### config.mk
export PLATFORM = sky130hd
export DESIGN_NAME = disp_scan
export DESIGN_NICKNAME = d
export VERILOG_FILES = /design/src/rtl/disp_scan.sv
export SDC_FILE = /design/constraint.sdc
export NUM_CORES = 1
export LEC_CHECK = 0
export BUFFER_PORTS_ARGS = -buffer_cell sky130_fd_sc_hd__buf_2
export CAP_MARGIN = 30
export CORE_ASPECT_RATIO = 1.1
export CORE_UTILIZATION = 30
export CTS_BUF_LIST = sky130_fd_sc_hd__clkbuf_8
export CTS_CLUSTER_SIZE = 8
export DETAILED_ROUTE_END_ITERATION = 12
export PLACE_DENSITY = 0.59
export SLEW_MARGIN = 20
export SYNTH_ARGS = -nofsm -noshare
export SYNTH_HDL_FRONTEND = slang
export SYNTH_SLANG_ARGS = --single-unit
### constraint.sdc
create_clock -name JM1222HM_clk -period 1.7 [get_ports JM1222HM_clk]
set_clock_uncertainty 0.15 [all_clocks]
set_input_delay 0.085 -clock JM1222HM_clk [delete_from_list [all_inputs] [get_ports JM1222HM_clk]]
set_output_delay 0.085 -clock JM1222HM_clk [all_outputs]
set_load 0.02 [all_outputs]
### src/rtl/disp_scan.sv
// Time-multiplexed 7-segment digit scanner: rotates through DIGITS nibbles at a
// fixed slot rate and swaps in newly loaded values only on frame boundaries.
module disp_scan #(
  parameter int unsigned DIGITS   = 4,
  parameter int unsigned PRESCALE = 50000
) (
  input  logic                  JM1222HM_clk,
  input  logic                  JM1222HM_rst_n,
  input  logic                  JM1222HM_load,
  input  logic [4*DIGITS-1:0]   JM1222HM_value,
  input  logic                  JM1222HM_blank_lz,
  output logic [3:0]            JM1222HM_nibble,
  output logic [DIGITS-1:0]     JM1222HM_an_n,
  output logic                  JM1222HM_blank,
  output logic                  JM1222HM_done
);

  localparam int unsigned PW = (PRESCALE > 1) ? $clog2(PRESCALE) : 1;
  localparam int unsigned IW = (DIGITS > 1) ? $clog2(DIGITS) : 1;
  localparam int unsigned VW = 4 * DIGITS;

  logic [PW-1:0]     pcnt_q, pcnt_d;
  logic [IW-1:0]     idx_q, idx_d;
  logic [VW-1:0]     disp_q, disp_d;
  logic [VW-1:0]     pend_q, pend_d;
  logic              pend_v_q, pend_v_d;
  logic [3:0]        nibble_q, nibble_d;
  logic [DIGITS-1:0] an_n_q, an_n_d;
  logic              blank_q, blank_d;
  logic              done_q, done_d;
  logic              tick_c, frame_c, lz_c;

  // Slot timing, pending-value capture and frame-boundary transfer
  always_comb begin
    tick_c   = (pcnt_q == PW'(PRESCALE - 1));
    frame_c  = tick_c && (idx_q == IW'(DIGITS - 1));
    pcnt_d   = tick_c ? '0 : pcnt_q + PW'(1);
    idx_d    = idx_q;
    disp_d   = disp_q;
    pend_d   = pend_q;
    pend_v_d = pend_v_q;
    done_d   = 1'b0;

    if (tick_c) begin
      idx_d = (idx_q == IW'(DIGITS - 1)) ? '0 : idx_q + IW'(1);
    end

    // A load in the boundary cycle is captured after the old pend transfers.
    if (frame_c && pend_v_q) begin
      disp_d   = pend_q;
      pend_v_d = 1'b0;
      done_d   = 1'b1;
    end
    if (JM1222HM_load) begin
      pend_d   = JM1222HM_value;
      pend_v_d = 1'b1;
    end
  end

  // Slot outputs; lz_c tracks "all nibbles from the top down to i are zero"
  always_comb begin
    nibble_d = 4'h0;
    an_n_d   = '1;
    blank_d  = 1'b0;
    lz_c     = 1'b1;
    for (int i = 0; i < int'(DIGITS); i++) begin
      if (idx_q == IW'(i)) begin
        nibble_d  = disp_q[4*i +: 4];
        an_n_d[i] = 1'b0;
      end
    end
    for (int i = int'(DIGITS) - 1; i >= 1; i--) begin
      lz_c = lz_c && (disp_q[4*i +: 4] == 4'h0);
      if (idx_q == IW'(i)) begin
        blank_d = JM1222HM_blank_lz && lz_c;
      end
    end
  end

  always_ff @(posedge JM1222HM_clk or negedge JM1222HM_rst_n) begin
    if (!JM1222HM_rst_n) begin
      pcnt_q   <= '0;
      idx_q    <= '0;
      disp_q   <= '0;
      pend_q   <= '0;
      pend_v_q <= 1'b0;
      nibble_q <= 4'h0;
      an_n_q   <= '1;
      blank_q  <= 1'b1;
      done_q   <= 1'b0;
    end else begin
      pcnt_q   <= pcnt_d;
      idx_q    <= idx_d;
      disp_q   <= disp_d;
      pend_q   <= pend_d;
      pend_v_q <= pend_v_d;
      nibble_q <= nibble_d;
      an_n_q   <= an_n_d;
      blank_q  <= blank_d;
      done_q   <= done_d;
    end
  end

  assign JM1222HM_nibble = nibble_q;
  assign JM1222HM_an_n   = an_n_q;
  assign JM1222HM_blank  = blank_q;
  assign JM1222HM_done   = done_q;

endmodule

* Word-level counts from Yosys, hierarchy flattened *
Index checks and enable logic that the tools add are counted.
Widths: inputs -> output; s select.

cells by class
  add/subtract/negate cells = 2
  eq/ne operators = 4
  mux-type cells = 16
  reduce and logical (&&, ||, !) cells = 12

operators with widths
  operator               count
  $add 16x1->16 const B  1
  $eq 16x16->1 const B   1
  $mux 16                1
  $mux 4                 4
  $logic_not 4->1        3
  $mux 1                 10
  $logic_and 1x1->1      7
  $eq 2x2->1 const B     2
  $add 2x1->2 const B    1
  $eq 2x1->1 const B     1
  $logic_not 2->1        1
  $mux 2                 1
  $reduce_bool 2->1      1

storage, ports and cells
  bits in registers = 61
  bits of input ports = 20
  output and inout port bits = 10
  word-level logic and storage cells = 43

* Logic depth before layout (Yosys ltp) *
Gate-level depths: netlist (run 1).

  word-level depth = 5
  gate-level depth with buffers = 7
  depth with buffers taken out = 6

* Worst setup path before layout (run 1) *
No wires, ideal clock.

  kind = register to register
  start point = register pcnt_q[0]
  end point = register disp_q[10]
  data arrival time = 1.605 ns
  data required time = 1.425 ns
  setup slack = -0.180 ns
  stages on the path, launching flop included = 8
  clock period less this slack = 1.880 ns
  cell sequence = dfrtp_1 ha_1 and3_1 buf_2 nand4_2 nor2_4 buf_12 mux2_4

on the way
  cells in the longest elaborated chain, start to end = 3

ends and longest elaborated chain
  what                    line  source
  from (decl)             22    logic [PW-1:0] pcnt_q, pcnt_d;
  from (signal assigned)  92    pcnt_q <= pcnt_d;
  $eq 16x16->1            35    tick_c = (pcnt_q == PW'(PRESCALE - 1));
  $logic_and 1x1->1       36    frame_c = tick_c && (idx_q == IW'(DIGITS - 1));
  $logic_and 1x1->1       49    if (frame_c && pend_v_q) begin
  to (signal assigned)    94    disp_q <= disp_d;
  to (decl)               24    logic [VW-1:0] disp_q, disp_d;

No other way between the ends.
A chain may end at the register's enable or synchronous reset.

* Worst setup path after layout (run 1) *
  start point = register pcnt_q[7]
  end point = register disp_q[0]

The elaborated chain is that of the path after synthesis.

==> results of run 1 <==
what timing repair did:
item                       4_1_cts  5_1_grt
setup endpoints to repair       21       26
pin swaps                        3        0
hold endpoints to repair        78        0
hold buffers                    18        0
gates resized for setup          6       11
cloned                           0        0
routing by layer:
metal	global-route usage, %	up-vias	wire [um]
li1	-	879	-
met1	15.2	841	2220
met2	18.9	29	2400
met3	4.90	11	210
met4	5.01	0	88
met5	0	-	0
critical path, delay by kind of cell (launching register included):
family	cells	cell delay, ns
muxes	1	0.34
and+or+nand+nor	3	0.61
DFF	1	0.41
buffers and inverters	1	0.17
state kept, by name, summed over array words and instances, names as in the netlist:
register,flops
pcnt_q,16
pend_v_q,1
JM1222HM_nibble,4
pend_q,16
JM1222HM_done,1
JM1222HM_an_n,4
idx_q,2
disp_q,16
JM1222HM_blank,1
metrics by stage:
step	instance area [sq um]	std cells
floorplan	2670	208
global placement	3150	370
detailed placement	3150	370
CTS	3550	404
global route	3580	404
finish	3580	404
power by group through the flow:
stage / clock network, uW / registers, uW / logic (uW)
after floorplan: 0 / 1530 / 47.2
after global placement: 0 / 1540 / 104
after detailed placement: 0 / 1540 / 106
after CTS: 1330 / 1510 / 138
after global routing: 1400 / 1510 / 150
final: 1290 / 1510 / 133
worst paths after layout:
check | start | endpoint
setup / recovery | pcnt_q[7] | disp_q[0]
hold / removal | JM1222HM_load | pend_v_q
setup reg to reg | pcnt_q[7] | disp_q[0]
hold reg to reg | pend_q[9] | disp_q[9]
max in group asynchronous | JM1222HM_rst_n | JM1222HM_an_n[1]
min in group asynchronous | JM1222HM_rst_n | pcnt_q[13]
cells in the mapped netlist:
cell	instances
and2_1	1
xnor2_1	5
mux2i_1	3
xor2_1	5
dfstp_2	5
and4_2	1
nand4_1	4
clkbuf_1	4
o21ai_0	9
and3_1	1
ha_1	5
buf_12	1
nor2_4	1
mux2_2	23
and4bb_2	2
nand4_2	1
inv_1	9
nand2b_1	1
nor4b_4	1
or3_1	1
or2_2	2
a21oi_1	9
nor2_1	10
mux2_4	10
dfrtp_1	56
nand2_1	18
nand3b_1	4
nor3_1	3
buf_1	1
buf_2	2
nor4_1	4
and4_1	1
nand3_1	5
final cells by class:
cell class / count / share of cell area [%]
Inverter: 9 / 0.945
Timing Repair Buffer: 77 / 16.2
Sequential cell: 61 / 42.9
Tap cell: 111 / 3.88
Clock buffer: 9 / 3.46
Multi-Input combinational cell: 130 / 30.5
Clock inverter: 7 / 2.13
logic make-up after synthesis:
family	share of synthesized area, %
xor gates and xnor gates	3.31
and+or+nand+nor	13.4
AOI/OAI and AO/OA	3.40
DFF	57.9
muxes	16.6
adders and majority gates	2.36
buffers and inverters	3.12
==> results.sh, run 1 <==
export IMPL_outcome="complete, but fails checks"
export IMPL_violations="negative setup slack"
export IMPL_totalPowerFinal_uw=2930
export IMPL_overflow=0
export IMPL_clock_latency_ns=0.35
export IMPL_fin_tns_setup_ns=-1.02
export IMPL_whs_ns=0.0475
export IMPL_viasPerCell=4.36
export IMPL_cts_tree="done"
export IMPL_crit_path_max_incr_delay_ns=0.41
export IMPL_switching_share_pct=23.1
export IMPL_rsz0062_at_grt="true"
export IMPL_yosys_top_cells_area="dfrtp_1 (53%), mux2_2 (9.8%), mux2_4 (5.7%)"
export IMPL_clockPowerShare_pct=44.0
export IMPL_yosys_warnings=0
export IMPL_setup_violations=19
export IMPL_grt_pass1_vias=1830
export IMPL_final_common_cell="dfrtp_1"
export IMPL_fp_dieW_um=91.6
export IMPL_synth_cells=208
export IMPL_p_seq_share_pct=51.5
export IMPL_min_period_ns=1.79
export IMPL_ys_types=33
export IMPL_drtIter0Drc=72
export IMPL_fp_row_count=35
export IMPL_max_clock_path_buffers=2
export IMPL_pre_cts_ws_ns=-0.0959
export IMPL_io_buffers=29
export IMPL_die_h_um=101
export IMPL_drive_above_1_share_pct=44.7
export IMPL_end_kind="flip-flop"
export IMPL_drv_cap=0
export IMPL_grt_antenna_before_repair=0
export IMPL_tightest_slew_ns=0.372
export IMPL_synth_seq_cells=61
export IMPL_maxSlewViolCount=0
export IMPL_synth_area_per_cell_sq_um=12.7
export IMPL_critPathSlowestCell="dfrtp_1"
export IMPL_p_comb_share_pct=4.5
export IMPL_wirelength_mm=4.92
export IMPL_p_per_area_nw_per_um2=819
export IMPL_min_path_type="in2reg"
export IMPL_hold_violations=0
export IMPL_synth_area_sq_um=2650
export IMPL_clk_pin_slew_ns=0.07
export IMPL_grt_pass1_wl_mm=8.54
export IMPL_register_area_sq_um=1530
export IMPL_holdPathStages=2
export IMPL_gp_congestion=0.814
export IMPL_grt_max_degree=62
export IMPL_drtPass1Iterations=4
export IMPL_rrSetupSlack_ns=-0.09
export IMPL_synth_top_area_cell="dfrtp_1"
export IMPL_max_freq_mhz=559
export IMPL_yosysTopAreaCellShare_pct=52.9
export IMPL_synthToLayoutAreaGrowth_pct=35.0
export IMPL_ys_seq_area_share_pct=57.9
export IMPL_multi_input_area_sq_um=1090
export IMPL_n_antenna_cell=0
export IMPL_fin_nets=313
export IMPL_htree_num_levels=3
export IMPL_initial_utilization_pct=31.3
export IMPL_p_leak_uw=0.00163
export IMPL_wl_per_cell_um=12.2
export IMPL_grt_usage_pct=12.2
export IMPL_crit_type="reg2reg"
export IMPL_cp_start_kind="flip-flop"
export IMPL_io_pins=30
export IMPL_p_switching_uw=676
export IMPL_path_cells="nor4b_4 > nand4_4 > nor2_4 > buf_12 > mux2_2"
export IMPL_peakVddDrop_mv=0.494
export IMPL_worst_slack_ns=-0.0903
export IMPL_dp_hpwl_mm=3.46
export IMPL_worstPathArrival_ns=1.86
export IMPL_post_cts_buffers=0
export IMPL_rr_worst_depth=5
export IMPL_crit_required_ns=1.77
export IMPL_slew_headroom_pct=74.9
export IMPL_syn_num_nets=233
export IMPL_final_core_utilization_pct=42.3
export IMPL_die_area_sq_um=9210
export IMPL_p_int_uw=2250
export IMPL_cts_buffers=9
export IMPL_coreArea_sq_um=8450
export IMPL_final_period_utilization_pct=105
export IMPL_cp_max_fo=16
export IMPL_drcViolationCount=0
export IMPL_cts_root_buf="clkbuf_8"
export IMPL_antenna_left=0
export IMPL_fill_cells=787
export IMPL_vias=1760
export IMPL_clock_sinks=61
export IMPL_layout_common_cells="dfrtp_1 (55), buf_2 (29), buf_4 (27)"
Note: power is estimated with default switching activity, not from simulation.
==> inputs of run 2 (changes only) <==
--- a/config.mk
+++ b/config.mk
@@ -12,7 +12,7 @@
 export CTS_BUF_LIST = sky130_fd_sc_hd__clkbuf_8
 export CTS_CLUSTER_SIZE = 8
 export DETAILED_ROUTE_END_ITERATION = 12
-export PLACE_DENSITY = 0.59
+export PLACE_DENSITY = 0.58
 export SLEW_MARGIN = 20
 export SYNTH_ARGS = -nofsm -noshare
 export SYNTH_HDL_FRONTEND = slang
==> constraint.sdc (replaced) <==
create_clock -name JM1222HM_clk -period 1.84 [get_ports JM1222HM_clk]
set_clock_uncertainty 0.15 [all_clocks]
set_input_delay 0.092 -clock JM1222HM_clk [delete_from_list [all_inputs] [get_ports JM1222HM_clk]]
set_output_delay 0.092 -clock JM1222HM_clk [all_outputs]
set_load 0.02 [all_outputs]
==> run 2 against run 1 <==
  * The run now ends clean
  * Total power down 8.3%
  * Maximum frequency decreased by 0.97%
  * First-iteration DRC count fell by 15%
  * Critical path type unchanged
==> results.sh, run 2 (synthesized netlist as in run 1, its figures left out) <==
export IMPL_fp_dieW_um=91.6
export IMPL_fin_tns_setup_ns=0
export IMPL_n_antenna_cell=0
export IMPL_hp_start="JM1222HM_load"
export IMPL_r2r_start="pcnt_q[11]"
export IMPL_max_freq_mhz=553
export IMPL_holdPathStages=2
export IMPL_rrSetupSlack_ns=0.03
export IMPL_dp_hpwl_mm=3.38
export IMPL_initial_utilization_pct=31.3
export IMPL_grt_max_degree=62
export IMPL_final_common_cell="dfrtp_1"
export IMPL_reg_top3="disp_q x16, pcnt_q x16, pend_q x16"
export IMPL_register_area_sq_um=1530
export IMPL_wirelength_mm=4.87
export IMPL_rr_endpoint="disp_q[3]"
export IMPL_maxSlewViolCount=0
export IMPL_drcViolationCount=0
export IMPL_hold_end="pend_v_q"
export IMPL_p_leak_uw=0.00155
export IMPL_grt_antenna_before_repair=0
export IMPL_coreArea_sq_um=8450
export IMPL_slew_headroom_pct=74.4
export IMPL_final_cells=390
export IMPL_layout_common_cells="dfrtp_1 (56), buf_2 (29), mux2_2 (23)"
export IMPL_cp_start_kind="flip-flop"
export IMPL_die_area_sq_um=9210
export IMPL_die_h_um=101
export IMPL_worstPathArrival_ns=1.88
export IMPL_outcome="complete, no violations"
export IMPL_cp_max_fo=16
export IMPL_grt_pass1_wl_mm=8.63
export IMPL_fill_cells=832
export IMPL_crit_type="reg2reg"
export IMPL_fin_nets=299
export IMPL_hold_violations=0
export IMPL_vias=1725
export IMPL_setup_violations=0
export IMPL_htree_num_levels=3
export IMPL_cts_root_buf="clkbuf_8"
export IMPL_peakVddDrop_mv=0.385
export IMPL_place_area_sq_um=3030
export IMPL_totalPowerFinal_uw=2690
export IMPL_max_clock_path_buffers=2
export IMPL_drtIter0Drc=61
export IMPL_design_area_sq_um=3430
export IMPL_rr_worst_depth=5
export IMPL_gp_congestion=0.830
export IMPL_drive_above_1_share_pct=39.4
export IMPL_cts_buffers=9
export IMPL_end_kind="flip-flop"
export IMPL_crit_required_ns=1.92
export IMPL_min_path_type="in2reg"
export IMPL_rsz0062_at_grt="true"
export IMPL_final_period_utilization_pct=98.3
export IMPL_clock_sinks=61
export IMPL_cts_tree="done"
export IMPL_placedCellCount=354
export IMPL_multi_input_area_sq_um=1060
export IMPL_synthToLayoutAreaGrowth_pct=29.7
export IMPL_io_buffers=29
export IMPL_clock_latency_ns=0.34
export IMPL_clk_pin_slew_ns=0.07
export IMPL_p_per_area_nw_per_um2=782
export IMPL_min_period_ns=1.81
export IMPL_antenna_left=0
export IMPL_grt_pass1_vias=1854
export IMPL_wl_per_cell_um=12.5
export IMPL_viasPerCell=4.42
export IMPL_fp_row_count=35
export IMPL_tightest_slew_ns=0.384
export IMPL_grt_usage_pct=12.4
export IMPL_startpoint="pcnt_q[11]"
export IMPL_drv_cap=0
export IMPL_drtPass1Iterations=4
export IMPL_io_pins=30
export IMPL_overflow=0
-- run 2: changes by cell type in the layout (fill, tap and decap cells not counted), moves of 2 or more --
cell / change
nand2_1: +2
o21ai_1: -3
o21ai_0: +4
nand2_2: -2
mux2_4: -2
buf_4: -14
clkinv_4: -2
clkinv_2: +2
mux2_2: +2
ha_2: -2
ha_1: +2
-- run 2: critical path, stage by stage, from the launching register on --
cell,delay [ns]
dfrtp_1,0.41
nor4b_4,0.36
nand4_4,0.14
nor2_4,0.12
buf_12,0.17
mux2_2,0.35
-- run 2: power breakdown --
part | internal (uW) | total, uW | switching (uW)
clock network | 631 | 1170 | 538
registers | 1380 | 1390 | 17.7
logic | 75.2 | 123 | 48.0
-- run 2: worst max-delay path by stage --
stage                 endpoint  slack (ns)  depth (start not counted)
CTS                  disp_q[3]       0.006                          5
floorplan           disp_q[10]       0.001                          5
detailed placement   disp_q[0]        0.03                          5
global placement     disp_q[5]        0.05                          5
global route         disp_q[2]       -0.05                          5
finish               disp_q[3]        0.03                          5
-- run 2: layer usage --
| layer | GRT usage (%) | up-vias | share of wire, % |
|---|---|---|---|
| li1 | - | 853 | - |
| met4 | 4.03 | 0 | 1.7 |
| met2 | 20.6 | 37 | 50 |
| met5 | 0 | - | 0 |
| met1 | 14.1 | 826 | 43 |
| met3 | 5.66 | 9 | 5.1 |
-- run 2: final cells by class --
cell class	instances	share of cell area, %
Clock buffer	9	3.61
Clock inverter	7	2.15
Inverter	9	0.984
Multi-Input combinational cell	130	30.8
Sequential cell	61	44.6
Tap cell	111	4.04
Timing Repair Buffer	63	13.8
-- run 2: per-stage QoR --
stage / util, % / worst slack, ns / hold WS [ns]
after floorplan: - / 0.00105 / -0.354
after global placement: 35.9 / 0.0526 / -0.0271
after detailed placement: 35.9 / 0.0294 / -0.0248
after CTS: 40.3 / 0.00626 / 0.0486
after global routing: 40.6 / -0.0516 / 0.0598
final: 40.6 / 0.0321 / 0.0540
-- run 2: timing repair --
item / 4_1_cts / 5_1_grt
hold endpoints to repair: 78 / 0
endpoints found under the setup margin: 0 / 18
buffers inserted: 0 / 2
gates resized for setup: 0 / 3
hold buffers: 18 / 0
==> inputs of run 3 (changes only) <==
--- a/config.mk
+++ b/config.mk
@@ -13,6 +13,7 @@
 export CTS_CLUSTER_SIZE = 8
 export DETAILED_ROUTE_END_ITERATION = 12
 export PLACE_DENSITY = 0.58
+export RECOVER_POWER = 100
 export SLEW_MARGIN = 20
 export SYNTH_ARGS = -nofsm -noshare
 export SYNTH_HDL_FRONTEND = slang
==> run 3 against run 2 <==
  * Utilization fell by 0.46 points
  * Clock-buffer cell count unchanged
  * Via count is 0.23% higher
  * Clock power hardly changed
  * Worst setup slack better by 0.00068 ns
  * Critical path depth unchanged
  * Non-clock buffer count unchanged
  * Global-route usage stayed put
  * Sequential cell count unchanged
  * Sequential share of layout area up 0.51 points
  * Die area unchanged
  * Combinational power decreased by 3%
==> results.sh, run 3 (synthesized netlist as in run 1, its figures left out) <==
export IMPL_dp_hpwl_mm=3.38
export IMPL_max_freq_mhz=553
export IMPL_worst_slack_ns=0.0328
export IMPL_design_area_sq_um=3400
export IMPL_final_core_utilization_pct=40.2
export IMPL_wl_per_cell_um=12.5
export IMPL_die_area_sq_um=9210
export IMPL_cp_start_kind="flip-flop"
export IMPL_viasPerCell=4.43
export IMPL_crit_required_ns=1.92
export IMPL_peakVddDrop_mv=0.385
export IMPL_clock_sinks=61
export IMPL_end_kind="flip-flop"
export IMPL_drcViolationCount=0
export IMPL_reg_top3="disp_q x16, pcnt_q x16, pend_q x16"
export IMPL_grt_max_degree=62
export IMPL_fp_dieW_um=91.6
export IMPL_io_pins=30
export IMPL_wirelength_mm=4.89
export IMPL_pre_cts_ws_ns=0.0294
export IMPL_fp_row_count=35
export IMPL_io_buffers=29
export IMPL_cts_root_buf="clkbuf_8"
export IMPL_cp_max_fo=16
export IMPL_p_per_area_nw_per_um2=790
export IMPL_cts_tree="done"
export IMPL_tightest_slew_ns=0.785
export IMPL_final_period_utilization_pct=98.2
export IMPL_grt_pass1_vias=1854
export IMPL_outcome="complete, no violations"
export IMPL_htree_num_levels=3
export IMPL_max_clock_path_buffers=2
export IMPL_grt_antenna_before_repair=0
export IMPL_drv_cap=0
export IMPL_grt_usage_pct=12.4
export IMPL_antenna_left=0
export IMPL_vias=1729
export IMPL_cts_buffers=9
export IMPL_worstPathArrival_ns=1.88
export IMPL_grt_pass1_wl_mm=8.63
export IMPL_initial_utilization_pct=31.3
export IMPL_p_leak_uw=0.00151
export IMPL_final_common_cell="dfrtp_1"
export IMPL_drtPass1Iterations=4
export IMPL_min_period_ns=1.81
export IMPL_rsz0062_at_grt="true"
export IMPL_slew_headroom_pct=47.7
export IMPL_layout_common_cells="dfrtp_1 (56), mux2_2 (23), buf_2 (19)"
export IMPL_setup_violations=0
export IMPL_hold_violations=0
export IMPL_clock_latency_ns=0.34
export IMPL_fin_nets=299
export IMPL_crit_type="reg2reg"
export IMPL_clk_pin_slew_ns=0.07
export IMPL_drtIter0Drc=49
export IMPL_maxSlewViolCount=0
export IMPL_gp_congestion=0.830
export IMPL_min_path_type="in2reg"
export IMPL_whs_ns=0.0548
export IMPL_coreArea_sq_um=8450
export IMPL_fin_tns_setup_ns=0
export IMPL_n_antenna_cell=0
export IMPL_place_area_sq_um=3030
export IMPL_synthToLayoutAreaGrowth_pct=28.2
export IMPL_drive_above_1_share_pct=34.4
export IMPL_overflow=0
export IMPL_die_h_um=101
[run 3: changes by cell type in the layout (fill, tap and decap cells not counted), sizes merged]
cell,previous run,this run
buf,45,31
clkbuf,9,23
[run 3: per-layer routing]
metal / routed length, um / track usage, % / vias up
met5: 0 / 0 / -
met4: 84 / 4.03 / 0
met3: 210 / 5.66 / 9
met2: 2460 / 20.6 / 31
met1: 2130 / 14.1 / 835
li1: - / - / 854
[run 3: final cells by class]
class	count	area [sq um]
Multi-Input combinational cell	130	1050
Tap cell	111	139
Timing Repair Buffer	63	438
Inverter	9	33.8
Clock buffer	9	124
Fill cell	840	5060
Clock inverter	7	73.8
Sequential cell	61	1530
[run 3: power breakdown]
group | total [uW] | switching, uW | internal, uW
Clock | 1170 | 537 | 631
Sequential | 1390 | 17.8 | 1380
Combinational | 119 | 47.3 | 71.9
[run 3: critical path, cell delays in order, from the launching register on]
cell and delay, ns:
dfrtp_1 0.41, nor4b_4 0.36, nand4_4 0.14, nor2_4 0.12, buf_12 0.17, mux2_2 0.34
[run 3: what timing repair did]
item	CTS	global route
endpoints found under the setup margin	0	18
resized for setup	0	3
hold endpoints to repair	78	0
buffers inserted	0	2
hold buffers	18	0
[run 3: worst paths after layout]
check / start / endpoint / slack [ns] / cells after the start
max reg2reg: pcnt_q[11] / disp_q[3] / 0.03 / 5
min in group asynchronous: JM1222HM_rst_n / pcnt_q[2] / 0.34 / 3
min reg2reg: pcnt_q[15] / pcnt_q[15] / 0.33 / 1
min: JM1222HM_load / pend_v_q / 0.05 / 2
max in group asynchronous: JM1222HM_rst_n / pcnt_q[14] / 0.70 / 3
max: pcnt_q[11] / disp_q[3] / 0.03 / 5
[run 3: per-stage QoR]
step,power [uW],instances
finish,2680,390
global route,2810,390
CTS,2730,388
floorplan,1460,208
detailed placement,1520,354
global placement,1510,354
